==> config.mk <==
export PLATFORM = sky130hd
export DESIGN_NAME = ltc229x_capture
export DESIGN_NICKNAME = d
export VERILOG_FILES = /design/src/rtl/ltc229x_pkg.sv /design/src/rtl/ltc229x_ovr_cnt.sv /design/src/rtl/ltc229x_capture.sv
export SDC_FILE = /design/constraint.sdc
export NUM_CORES = 1
export LEC_CHECK = 0
export CORE_MARGIN = 3
export CORE_UTILIZATION = 53
export DETAILED_ROUTE_END_ITERATION = 16
export PLACE_DENSITY = 0.84
export SLEW_MARGIN = 20
export SYNTH_ARGS = -nofsm -noshare
export SYNTH_HDL_FRONTEND = slang
export SYNTH_SLANG_ARGS = --single-unit
export TNS_END_PERCENT = 50
==> constraint.sdc <==
create_clock -name clk -period 5.1 [get_ports clk]
set_clock_uncertainty 0.15 [all_clocks]
set_input_delay 1.02 -clock clk [delete_from_list [all_inputs] [get_ports clk]]
set_output_delay 1.02 -clock clk [all_outputs]
set_load 0.005 [all_outputs]
==> src/rtl/ltc229x_pkg.sv <==
// Shared types and constants for the LTC229x dual-ADC capture front-end.
// Holds the control FSM encoding, FORMAT/MUX strings and the width check.
package ltc229x_pkg;

    typedef enum logic [1:0] {
        IDLE,
        WARM,
        RUN
    } state_t;

    localparam string FMT_TWOS   = "TWOS";
    localparam string FMT_OFFSET = "OFFSET";
    localparam string MUX_ON     = "TRUE";

    function automatic bit width_ok(input int w);
        return (w == 10) || (w == 12) || (w == 14);
    endfunction

endpackage

==> src/rtl/ltc229x_ovr_cnt.sv <==
// Saturating overrange event counter.
// A clear coinciding with an event leaves the count at one.
module ltc229x_ovr_cnt
#(
    parameter int CNT_W = 16
) (
    input  logic             clk,
    input  logic             rst,
    input  logic             clr,
    input  logic             inc,
    output logic [CNT_W-1:0] cnt
);

    localparam logic [CNT_W-1:0] MAX = '1;

    always_ff @(posedge clk) begin
        if (rst) begin
            cnt <= '0;
        end else if (clr) begin
            cnt <= CNT_W'(inc);
        end else if (inc && (cnt != MAX)) begin
            cnt <= cnt + CNT_W'(1);
        end
    end

endmodule

==> src/rtl/ltc229x_capture.sv <==
// LTC2290/1/2 capture: demux, format conversion, warm-up masking
// and per-channel overrange reporting, all in the ADC clock domain.
module ltc229x_capture
    import ltc229x_pkg::*;
#(
    parameter int    WIDTH  = 12,
    parameter string MUX    = "TRUE",
    parameter string FORMAT = "TWOS",
    parameter int    WARMUP = 5,
    parameter int    CNT_W  = 16
) (
    input  logic             clk,
    input  logic             rst,
    input  logic             en,
    input  logic [WIDTH-1:0] di_a,
    input  logic [WIDTH-1:0] di_b,
    input  logic             of_a,
    input  logic             of_b,
    input  logic             ovr_clr,
    output logic [WIDTH-1:0] dao,
    output logic [WIDTH-1:0] dbo,
    output logic             dv,
    output logic             ova,
    output logic             ovb,
    output logic [1:0]       ovr_sticky,
    output logic [CNT_W-1:0] ovr_cnt_a,
    output logic [CNT_W-1:0] ovr_cnt_b
);

    if (!width_ok(WIDTH)) begin : g_bad_width
        $error("ltc229x_capture: WIDTH must be 10, 12 or 14");
    end

    localparam logic [8:0] WARM_END = 9'(WARMUP + 2);

    state_t           state;
    state_t           state_nx;
    logic [8:0]       wcnt;
    logic             load;
    logic [WIDTH-1:0] cap_a;
    logic [WIDTH-1:0] cap_b;
    logic             cap_oa;
    logic             cap_ob;
    logic [WIDTH-1:0] s1_a;
    logic [WIDTH-1:0] s1_b;
    logic             s1_oa;
    logic             s1_ob;
    logic             ev_a;
    logic             ev_b;

    function automatic logic [WIDTH-1:0] fmt(input logic [WIDTH-1:0] x);
        if (FORMAT == FMT_OFFSET) begin
            return {~x[WIDTH-1], x[WIDTH-2:0]};
        end
        return x;
    endfunction

    // Multiplexed bus: A is presented around the falling edge, B around the rising edge.
    if (MUX == MUX_ON) begin : g_mux
        logic [WIDTH-1:0] a_hold;
        logic             a_hold_of;
        logic             unused_b;

        always_ff @(negedge clk) begin
            a_hold    <= di_a;
            a_hold_of <= of_a;
        end

        assign cap_a    = a_hold;
        assign cap_oa   = a_hold_of;
        assign cap_b    = di_a;
        assign cap_ob   = of_a;
        assign unused_b = ^{di_b, of_b};
    end else begin : g_sep
        assign cap_a  = di_a;
        assign cap_oa = of_a;
        assign cap_b  = di_b;
        assign cap_ob = of_b;
    end

    always_ff @(posedge clk) begin
        if (rst) begin
            state <= IDLE;
        end else begin
            state <= state_nx;
        end
    end

    always_comb begin
        state_nx = state;
        if (!en) begin
            state_nx = IDLE;
        end else begin
            unique case (state)
                IDLE:    state_nx = WARM;
                WARM:    if (wcnt == WARM_END) state_nx = RUN;
                default: state_nx = RUN;
            endcase
        end
    end

    always_comb begin
        dv   = 1'b0;
        load = 1'b1;
        unique case (state)
            IDLE:    load = 1'b0;
            RUN:     dv   = 1'b1;
            default: ;
        endcase
    end

    always_ff @(posedge clk) begin
        if (rst || (state != WARM)) begin
            wcnt <= '0;
        end else begin
            wcnt <= wcnt + 9'd1;
        end
    end

    always_ff @(posedge clk) begin
        if (rst) begin
            s1_a  <= '0;
            s1_b  <= '0;
            s1_oa <= 1'b0;
            s1_ob <= 1'b0;
        end else begin
            s1_a  <= cap_a;
            s1_b  <= cap_b;
            s1_oa <= cap_oa;
            s1_ob <= cap_ob;
        end
    end

    always_ff @(posedge clk) begin
        if (rst) begin
            dao <= '0;
            dbo <= '0;
            ova <= 1'b0;
            ovb <= 1'b0;
        end else if (load) begin
            dao <= fmt(s1_a);
            dbo <= fmt(s1_b);
            ova <= s1_oa;
            ovb <= s1_ob;
        end
    end

    assign ev_a = dv & ova;
    assign ev_b = dv & ovb;

    always_ff @(posedge clk) begin
        if (rst) begin
            ovr_sticky <= 2'b00;
        end else if (ovr_clr) begin
            ovr_sticky <= {ev_b, ev_a};
        end else begin
            ovr_sticky <= ovr_sticky | {ev_b, ev_a};
        end
    end

    ltc229x_ovr_cnt #(.CNT_W(CNT_W)) u_cnt_a (
        .clk (clk),
        .rst (rst),
        .clr (ovr_clr),
        .inc (ev_a),
        .cnt (ovr_cnt_a)
    );

    ltc229x_ovr_cnt #(.CNT_W(CNT_W)) u_cnt_b (
        .clk (clk),
        .rst (rst),
        .clr (ovr_clr),
        .inc (ev_b),
        .cnt (ovr_cnt_b)
    );

endmodule

==> impl_metrics.env <==
export IMPL_status="finished, final reports clean"
export IMPL_die_h_um=93.28
export IMPL_sw_frac_of_total_pct=27.61
export IMPL_slowest_delay_ps=440
export IMPL_synth_enable_flop_cells=0
export IMPL_overflow=0
export IMPL_n_antenna_cell=0
export IMPL_pwr_share_seq_pct=56.4
export IMPL_clk_pin_slew_ps=120
export IMPL_cts_sinks=110
export IMPL_grt_pass1_vias=3135
export IMPL_power_mw=1.584
export IMPL_r2r_end="s1_a[1]"
export IMPL_required_ps=2690
export IMPL_critPathMaxFanout=2
export IMPL_p_leak_nw=1.781
export IMPL_synth_top_area_share_pct=54.54
export IMPL_crit_path_end_kind="flop"
export IMPL_finalHoldViolations=0
export IMPL_synth_cell_types=41
export IMPL_crit_slowest_cell="clkdlybuf4s50_1"
export IMPL_cap_violations=0
export IMPL_antenna_found_initial=0
export IMPL_reg2reg_from="cap_a[1]"
export IMPL_ff2ff_path_depth=1
export IMPL_whs_ps=296.0
export IMPL_crit_family="buffers and inverters"
export IMPL_vias=3471
export IMPL_synth_seq_area_share_pct=54.54
export IMPL_rsz0062_at_grt="no"
export IMPL_dp_cells=597
export IMPL_tightestPinTransition_ps=1050
export IMPL_dieWidth_um=93.28
export IMPL_path_class="input pin to flop"
export IMPL_vias_per_cell=5.554
export IMPL_netlist_instances=441
export IMPL_min_path_type="flop to flop"
export IMPL_clk_latency_ps=430
export IMPL_cts_tree="built"
export IMPL_syn2layout_area_growth_pct=27.15
export IMPL_drtIter0Drc=160
export IMPL_p_comb_share_pct=4.1
export IMPL_ant_nets=0
export IMPL_final_core_util_pct=70.03
export IMPL_gp_congestion=0.8460
export IMPL_synth_top_family_by_area="simple AND/OR/NAND/NOR gates"
export IMPL_ios=91
export IMPL_tns_ps=0
export IMPL_portBuffers=77
export IMPL_die_area_um2=8701
export IMPL_setup_viol=0
export IMPL_cp_start_kind="input pin"
export IMPL_place_hpwl_um=6064
export IMPL_synth_compound_area_share_pct=14.69
export IMPL_power_density_nw_per_um2=308.5
export IMPL_netlist_area_um2=4038
export IMPL_synthAdderAreaFrac_pct=0.9297
export IMPL_ys_flop_type="dfxtp_1"
export IMPL_post_cts_repair_setup_buffers=0
export IMPL_cts_resized=0
export IMPL_start_util_pct=55.08
export IMPL_finalMaxSlewViolations=0
export IMPL_clockBufferDepth=2
export IMPL_setup_worst_path_start="di_a[10]"
export IMPL_muxShareOfSynthArea_pct=0
export IMPL_synth_xor_area_share_pct=0.8677
export IMPL_synth_nets=474
export IMPL_drive_above_1_share_pct=4.943
export IMPL_crit_buf_inv=1
export IMPL_ys_async_sr_fraction_pct=0
export IMPL_core_area_um2=7331
export IMPL_grt_pass1_wl_um=14490
export IMPL_numCtsBuffers=9
export IMPL_drc_errors=0
export IMPL_postSynthAreaPerCell_um2=9.156
export IMPL_grt_usage_pct=20.88
export IMPL_slew_headroom_pct=29.95
export IMPL_cts_hold_buf=0
export IMPL_rrSetupSlack_ps=1810
export IMPL_fp_row_count=31
export IMPL_synth_top_area_cell="dfxtp_1"
export IMPL_p_clk_share_pct=39.6
export IMPL_grt_max_degree=63
export IMPL_arrival_ps=1460
export IMPL_yosysWarnings=0
export IMPL_nNetsFinal=554
export IMPL_ys_ff_latch=110
export IMPL_path_depth=1
export IMPL_switching_power_mw=0.4373
export IMPL_drtPass1Iterations=4
export IMPL_htree_levels=3
export IMPL_p_int_mw=1.147
export IMPL_path_cells="clkdlybuf4s50_1"
export IMPL_routed_wl_um=9026
export IMPL_yosys_area_share_simple_pct=26.12
export IMPL_ctsRootBufferMaster="clkbuf_8"
export IMPL_routedWlPerCell_um=14.44
export IMPL_ir_drop_uv=280.9
export IMPL_cp_endpoint="cap_a[10]"
export IMPL_stdcell_count=625
export IMPL_synth_area_leaders="dfxtp_1, a21oi_1, nand2_1, nor2b_1, or4_1"
-- logic make-up after synthesis --
kind of cell | after synthesis
AO/OA/AOI/OAI | 100
XOR/XNOR | 4
adder cells (fa/ha/maj) | 3
buffers and inverters | 28
flip-flops | 110
AND/OR/NAND/NOR | 196
-- area by class of cell --
cell class              instances  area [um2]
flip-flops and latches        110        2202
fillers                       530        2197
clock buffers                   9       123.9
well taps                      99       123.9
clock inverters                20       161.4
inverters                       5       18.77
repair buffers                 79       780.7
multi-input cells             303        1723
-- stage by stage --
| step | worst slack, ps | area, um2 |
|---|---|---|
| 6_report | 1226 | 5134 |
| 5_1_grt | 1256 | 5134 |
| 4_1_cts | 1248 | 5134 |
| 3_5_place_dp | 810.6 | 4852 |
| 3_3_place_gp | 821.3 | 4852 |
| 2_1_floorplan | 1279 | 4038 |
-- state kept, by name, indices dropped and copies added, names as in the netlist --
name,cells
s1_ob,1
s1_oa,1
u_cnt_a.cnt,16
u_cnt_b.cnt,16
s1_b,12
s1_a,12
state,2
ovr_sticky,2
ova,1
ovb,1
wcnt,9
cap_oa,1
cap_a,12
dbo,12
dao,12
-- power by group through the flow --
stage / sequential [mW] / combinational [mW] / clock (mW)
after floorplan: 0.909 / 0.0336 / 0.0168
after global placement: 0.910 / 0.0631 / 0.0168
after detailed placement: 0.911 / 0.0648 / 0.0168
after CTS: 0.892 / 0.0656 / 0.638
after global routing: 0.895 / 0.0709 / 0.677
final: 0.893 / 0.0646 / 0.627
-- cell usage after synthesis, drive strengths merged, types with 2 or more instances --
cell type / n
or2: 4
nor3: 5
o31a: 2
and3: 5
o211ai: 2
xor2: 3
and4: 2
o21ai: 14
nor2: 13
nand2: 68
a211oi: 2
clkbuf: 19
nor4: 6
nand3b: 3
a311o: 2
o21a: 4
nand3: 16
o21bai: 2
and3b: 3
ha: 3
dfxtp: 110
o31ai: 13
buf: 3
or4: 15
a21oi: 54
inv: 6
nor2b: 30
nand4: 12
or3: 10
-- placed cells by master (no fill, tap or decap), drive strengths merged, types with 3 or more instances in the layout --
cell and instances:
nand3 16, clkbuf 9, nor3 5, or2 4
or4 15, ha 3, buf 3, nor2 13
nor2b 30, and3 5, a21oi 54, o21ai 14
o31ai 13, dfxtp 110, and3b 3, clkdlybuf4s50 76
nand3b 3, inv 23, xor2 3, nand4 12
nor4 6, or3 10, o21a 4, nand2 68
-- how the worst min path moves through the flow --
stage,from,end,cells past startpoint
final,s1_b[11],dbo[11],2
after global routing,s1_ob,ovb,2
after CTS,s1_b[11],dbo[11],2
after detailed placement,s1_a[1],dao[1],2
after global placement,s1_a[9],dao[9],2
after floorplan,wcnt[0],wcnt[0],1
-- routing by layer --
layer,wire length (um),share of wire [%],vias to the layer above,global-route usage (%)
li1,-,-,1737,-
met4,177,2.0,0,8.425
met1,3904,43,1627,25.05
met2,4463,49,93,35.97
met5,0,0,-,0
met3,480,5.3,14,4.747
Note: power is estimated with default switching activity, not from simulation.
